$ cat src/rtl/switch_debounce_pkg.sv
// Shared defaults and sizing helper for the slide-switch debouncer.
// Optional change detection is compiled in with SWITCH_DEBOUNCE_CHANGE_EN.
package switch_debounce_pkg;

  // Smallest counter width that can hold STABLE_CYCLES-1.
  function automatic int unsigned min_cnt_w(input int unsigned stable_cycles);
    return (stable_cycles <= 2) ? 1 : $clog2(stable_cycles);
  endfunction

  localparam int unsigned WIDTH_DEF         = 8;
  localparam int unsigned STABLE_CYCLES_DEF = 50000;
  localparam int unsigned CNT_W_DEF         = min_cnt_w(STABLE_CYCLES_DEF);

endpackage

$ cat src/rtl/switch_debounce_bit.sv
// One switch bit: two-flop synchroniser, stability counter and debounced level.
// A new level is accepted after STABLE_CYCLES consecutive differing samples.
module switch_debounce_bit
  import switch_debounce_pkg::*;
#(
  parameter int unsigned STABLE_CYCLES = STABLE_CYCLES_DEF,
  parameter int unsigned CNT_W         = CNT_W_DEF
) (
  input  logic clk,
  input  logic reset_n,
  input  logic i_raw,
  output logic o_q
);

  localparam logic [CNT_W-1:0] LP_CNT_LAST = CNT_W'(STABLE_CYCLES - 1);

  (* ASYNC_REG = "TRUE" *) logic r_s1;
  (* ASYNC_REG = "TRUE" *) logic r_s2;
  logic [CNT_W-1:0] r_cnt;
  logic             r_q;

  // NOTE: sequential state uses non-blocking assignments so every flop samples
  // pre-edge values; blocking here would collapse the synchroniser into one flop.
  always_ff @(posedge clk or negedge reset_n) begin
    if (!reset_n) begin
      r_s1  <= 1'b0;
      r_s2  <= 1'b0;
      r_cnt <= '0;
      r_q   <= 1'b0;
    end else begin
      r_s1 <= i_raw;
      r_s2 <= r_s1;
      if (r_s2 == r_q) begin
        r_cnt <= '0;
      end else if (r_cnt == LP_CNT_LAST) begin
        r_q   <= r_s2;
        r_cnt <= '0;
      end else begin
        r_cnt <= r_cnt + CNT_W'(1);
      end
    end
  end

  assign o_q = r_q;

endmodule

$ cat src/rtl/switch_debouncer.sv
// Debounces WIDTH raw slide-switch pins for the switch PIO in_port.
// Define SWITCH_DEBOUNCE_CHANGE_EN to add the changed / any_change edge outputs.
module switch_debouncer
  import switch_debounce_pkg::*;
#(
  parameter int unsigned WIDTH         = WIDTH_DEF,
  parameter int unsigned STABLE_CYCLES = STABLE_CYCLES_DEF,
  parameter int unsigned CNT_W         = CNT_W_DEF
) (
  input  logic             clk,
  input  logic             reset_n,
  input  logic [WIDTH-1:0] raw_in,
  output logic [WIDTH-1:0] out_port
`ifdef SWITCH_DEBOUNCE_CHANGE_EN
  ,
  output logic [WIDTH-1:0] changed,
  output logic             any_change
`endif
);

  if ((STABLE_CYCLES < 2) || (64'(STABLE_CYCLES) > (64'(1) << CNT_W))) begin : g_param_err
    $error("switch_debouncer: STABLE_CYCLES must lie in 2..2**CNT_W");
  end

  logic [WIDTH-1:0] w_q;

  for (genvar i = 0; i < WIDTH; i++) begin : g_bit
    switch_debounce_bit #(
      .STABLE_CYCLES(STABLE_CYCLES),
      .CNT_W        (CNT_W)
    ) u_bit (
      .clk    (clk),
      .reset_n(reset_n),
      .i_raw  (raw_in[i]),
      .o_q    (w_q[i])
    );
  end

  assign out_port = w_q;

`ifdef SWITCH_DEBOUNCE_CHANGE_EN
  logic [WIDTH-1:0] r_q_prev;
  logic [WIDTH-1:0] r_changed;
  logic             r_any_change;

  // Pulses land the cycle after out_port moves, so they never lead the level.
  always_ff @(posedge clk or negedge reset_n) begin
    if (!reset_n) begin
      r_q_prev     <= '0;
      r_changed    <= '0;
      r_any_change <= 1'b0;
    end else begin
      r_q_prev     <= w_q;
      r_changed    <= w_q ^ r_q_prev;
      r_any_change <= |(w_q ^ r_q_prev);
    end
  end

  assign changed    = r_changed;
  assign any_change = r_any_change;
`else
  // Level-only build: no edge-detect state.
`endif

endmodule

$ cat config.mk
export PLATFORM = sky130hd
export DESIGN_NAME = switch_debouncer
export DESIGN_NICKNAME = d
export VERILOG_FILES = /design/src/rtl/switch_debounce_pkg.sv /design/src/rtl/switch_debounce_bit.sv /design/src/rtl/switch_debouncer.sv
export SDC_FILE = /design/constraint.sdc
export NUM_CORES = 1
export LEC_CHECK = 0
export ABC_AREA = 0
export CORE_ASPECT_RATIO = 1.25
export CORE_MARGIN = 2
export CORE_UTILIZATION = 35
export CTS_BUF_LIST = sky130_fd_sc_hd__clkbuf_2
export DETAILED_ROUTE_END_ITERATION = 10
export DONT_BUFFER_PORTS = 1
export PLACE_DENSITY_LB_ADDON = 0.1
export SLEW_MARGIN = 20
export SYNTH_ARGS = -nofsm -noshare
export SYNTH_HDL_FRONTEND = slang
export SYNTH_SLANG_ARGS = --single-unit
$ cat constraint.sdc
create_clock -name clk -period 1.8 [get_ports clk]
set_input_delay 0.27 -clock clk [delete_from_list [all_inputs] [get_ports clk]]
set_output_delay 0.27 -clock clk [all_outputs]
set_load 0.02 [all_outputs]
==> impl_metrics.env <==
export IMPL_viasPerCell=4.88
export IMPL_antenna_left=0
export IMPL_totalWireLength_um=12800
export IMPL_routabilityCongestion=0.800
export IMPL_dieHeight_um=163
export IMPL_start_util_pct=35.3
export IMPL_synth_edf_count=0
export IMPL_hp_class="input pin to async pin"
export IMPL_final_common_cell="dfrtp_1"
export IMPL_critPathTopFamily="simple AND/OR/NAND/NOR gates"
export IMPL_path_buf_inv=0
export IMPL_powerDensity_nw_per_um2=692
export IMPL_async_reset_ff_share_pct=100
export IMPL_synthCells=681
export IMPL_start_kind="flop"
export IMPL_grt_pass1_wl_um=22900
export IMPL_vias=4835
export IMPL_numPortBuffers=0
export IMPL_power_leakage_nw=3.07
export IMPL_cap_violations=0
export IMPL_clk_latency_ns=0.68
export IMPL_ys_types=31
export IMPL_hpwl_um=8280
export IMPL_die_area_um2=21300
export IMPL_worstPathMaxFanout=4
export IMPL_tns_ns=0
export IMPL_dr_pass1_iters=6
export IMPL_clkPwrFrac_pct=30.4
export IMPL_cts_tree="done"
export IMPL_path_clk_slew_ns=0.21
export IMPL_violations="negative hold slack"
export IMPL_cp_cell_sequence="nor4_1 -> nand3_1 -> nor4_2 -> mux2_2"
export IMPL_wl_per_cell_um=12.9
export IMPL_final_cell_mix="dfrtp_1 (152), nor2_1 (135), xnor2_1 (86), nand3_1 (43), nand4_1 (36)"
export IMPL_core_area_um2=20000
export IMPL_postCtsSetupRepairBufs=0
export IMPL_yosysSeqAreaShare_pct=54.0
export IMPL_synth_flop_cell="dfrtp_1"
export IMPL_ys_ff_latch=152
export IMPL_grt_usage_pct=13.2
export IMPL_end_kind="flop"
export IMPL_power_switching_mw=1.30
export IMPL_rsz0062_at_grt="true"
export IMPL_syn_to_final_growth_pct=9.14
export IMPL_row_count=58
export IMPL_seqPwrFrac_pct=66.4
export IMPL_final_max_slew_viol_count=0
export IMPL_ys_warn_count=0
export IMPL_overflow=0
export IMPL_num_nets_final=724
export IMPL_holdWs_ns=-0.741
export IMPL_numCtsBuffers=17
export IMPL_die_w_um=131
export IMPL_clock_fmax_ghz=0.594
export IMPL_cts_sinks=152
export IMPL_internal_power_mw=4.02
export IMPL_synth_fp_nets=699
export IMPL_hold_violations=152
export IMPL_ios=18
export IMPL_grt_pass1_vias=4929
export IMPL_critical_path_class="flop to flop"
export IMPL_post_route_drc_count=0
export IMPL_worst_path_max_delay_cell="dfrtp_1"
export IMPL_fin_crit_sh_pct=93.5
export IMPL_drive_gt1_share_pct=7.24
export IMPL_antenna_found_initial=1
export IMPL_root_buffer="clkbuf_2"
export IMPL_switching_share_pct=24.4
export IMPL_post_route_min_period_ns=1.68
export IMPL_p_comb_share_pct=3.2
export IMPL_worstPathRequired_ns=2.38
export IMPL_finClkSkew_ns=0.0387
export IMPL_peakVddDrop_mv=0.266
export IMPL_cts_max_path_buffers=2
export IMPL_htree_levels=4
export IMPL_critPathArrivalTime_ns=2.26
export IMPL_drt_iter0_drc=241
export IMPL_status="complete, but fails checks"
export IMPL_cpPeakStageDelay_ns=0.46
export IMPL_grt_max_degree=153
export IMPL_relSlewSlack_pct=71.6
export IMPL_tightestPinTransition_ns=0.426
export IMPL_netlist_area_um2=7050
export IMPL_setup_violations_final=0
export IMPL_avgSynthCellArea_um2=10.3
-- logic make-up (layout without fill, tap and decap cells) --
group | count (synthesis) | after routing | synth area share (%)
buffers and inverters | 38 | 75 | 2.66
DFF | 152 | 152 | 54.0
other | 0 | 3 | 0
adders and majority gates | 8 | 8 | 1.42
xor gates and xnor gates | 115 | 115 | 14.3
AOI/OAI and AO/OA | 10 | 10 | 1.19
muxes | 8 | 8 | 1.28
and+or+nand+nor | 350 | 350 | 25.2
-- sequential cells by signal (all words and copies together) (netlist names) --
name,count
g_bit.u_bit.o_q,8
g_bit.u_bit.r_cnt,128
g_bit.u_bit.r_s1,8
g_bit.u_bit.r_s2,8
-- cells in the mapped netlist, types with 11 or more instances --
cell      instances  area, um2
nor2_1          135        507
nand4_1          36        225
nand3_1          43        215
nor4_1           30        188
inv_1            21       78.8
dfrtp_1         152       3800
nor4bb_1         11        110
and3_1           17        106
nor3_1           25        125
xor2_1           29        254
nand2_1          34        128
xnor2_1          86        753
-- path summary, 6_finish.rpt --
kind | depth (start not counted) | slack (ns) | to | start
min in group clk | 1 | 0.12 | g_bit[1].u_bit.r_s1$_DFF_PN0_ | raw_in[1]
max reg2reg | 4 | 0.12 | g_bit[2].u_bit.o_q$_DFFE_PN0P_ | g_bit[2].u_bit.r_cnt[12]$_DFF_PN0_
min reg2reg | 0 | 0.38 | g_bit[0].u_bit.r_s2$_DFF_PN0_ | g_bit[0].u_bit.r_s1$_DFF_PN0_
min | 0 | -0.74 | g_bit[3].u_bit.r_s2$_DFF_PN0_ | reset_n
max | 4 | 0.12 | g_bit[2].u_bit.o_q$_DFFE_PN0P_ | g_bit[2].u_bit.r_cnt[12]$_DFF_PN0_
max in group asynchronous | 0 | 2.25 | g_bit[4].u_bit.r_cnt[13]$_DFF_PN0_ | reset_n
-- routing by layer --
layer  vias up  global-route usage, %  wire length [um]
met5         -                      0                 0
met4         0                   4.30               156
met3        10                   2.99               328
met2        52                   22.1              6200
met1      2367                   17.0              6090
li1       2406                      -                 -
-- metrics by stage --
| stage | cell area (um2) | power [mW] | std cells | utilization [%] | worst slack [ns] |
|---|---|---|---|---|---|
| 2_1_floorplan | 7050 | 3.69 | 681 | - | 0.164 |
| 3_3_place_gp | 7400 | 3.75 | 947 | 37.1 | 0.152 |
| 3_5_place_dp | 7400 | 3.75 | 947 | 37.1 | 0.0882 |
| 4_1_cts | 7670 | 5.46 | 987 | 38.4 | 0.0403 |
| 5_1_grt | 7690 | 5.64 | 991 | 38.5 | -0.00202 |
| 6_report | 7690 | 5.32 | 991 | 38.5 | 0.118 |
-- cell type report --
type / instances / area [um2]
repair buffers: 23 / 223
multi-input cells: 491 / 3060
flip-flops and latches: 152 / 3800
clock inverters: 13 / 88.8
diodes: 3 / 7.51
clock buffers: 18 / 90.1
fillers: 2010 / 12300
well taps: 270 / 338
inverters: 21 / 78.8
-- power groups by stage --
stage                     Clock [mW]  Sequential [mW]  Combinational (mW)
after global routing            1.90             3.55               0.196
after detailed placement           0             3.59               0.155
final                           1.62             3.53               0.168
after floorplan                    0             3.58               0.107
after global placement             0             3.59               0.152
after CTS                       1.75             3.54               0.172
-- timing repair --
action / in CTS / in global routing
endpoints found under the setup margin: 0 / 1
hold endpoints to repair: 160 / 153
hold buffers: 9 / 1
gates resized for setup: 0 / 1
Note: power is estimated with default switching activity, not from simulation.
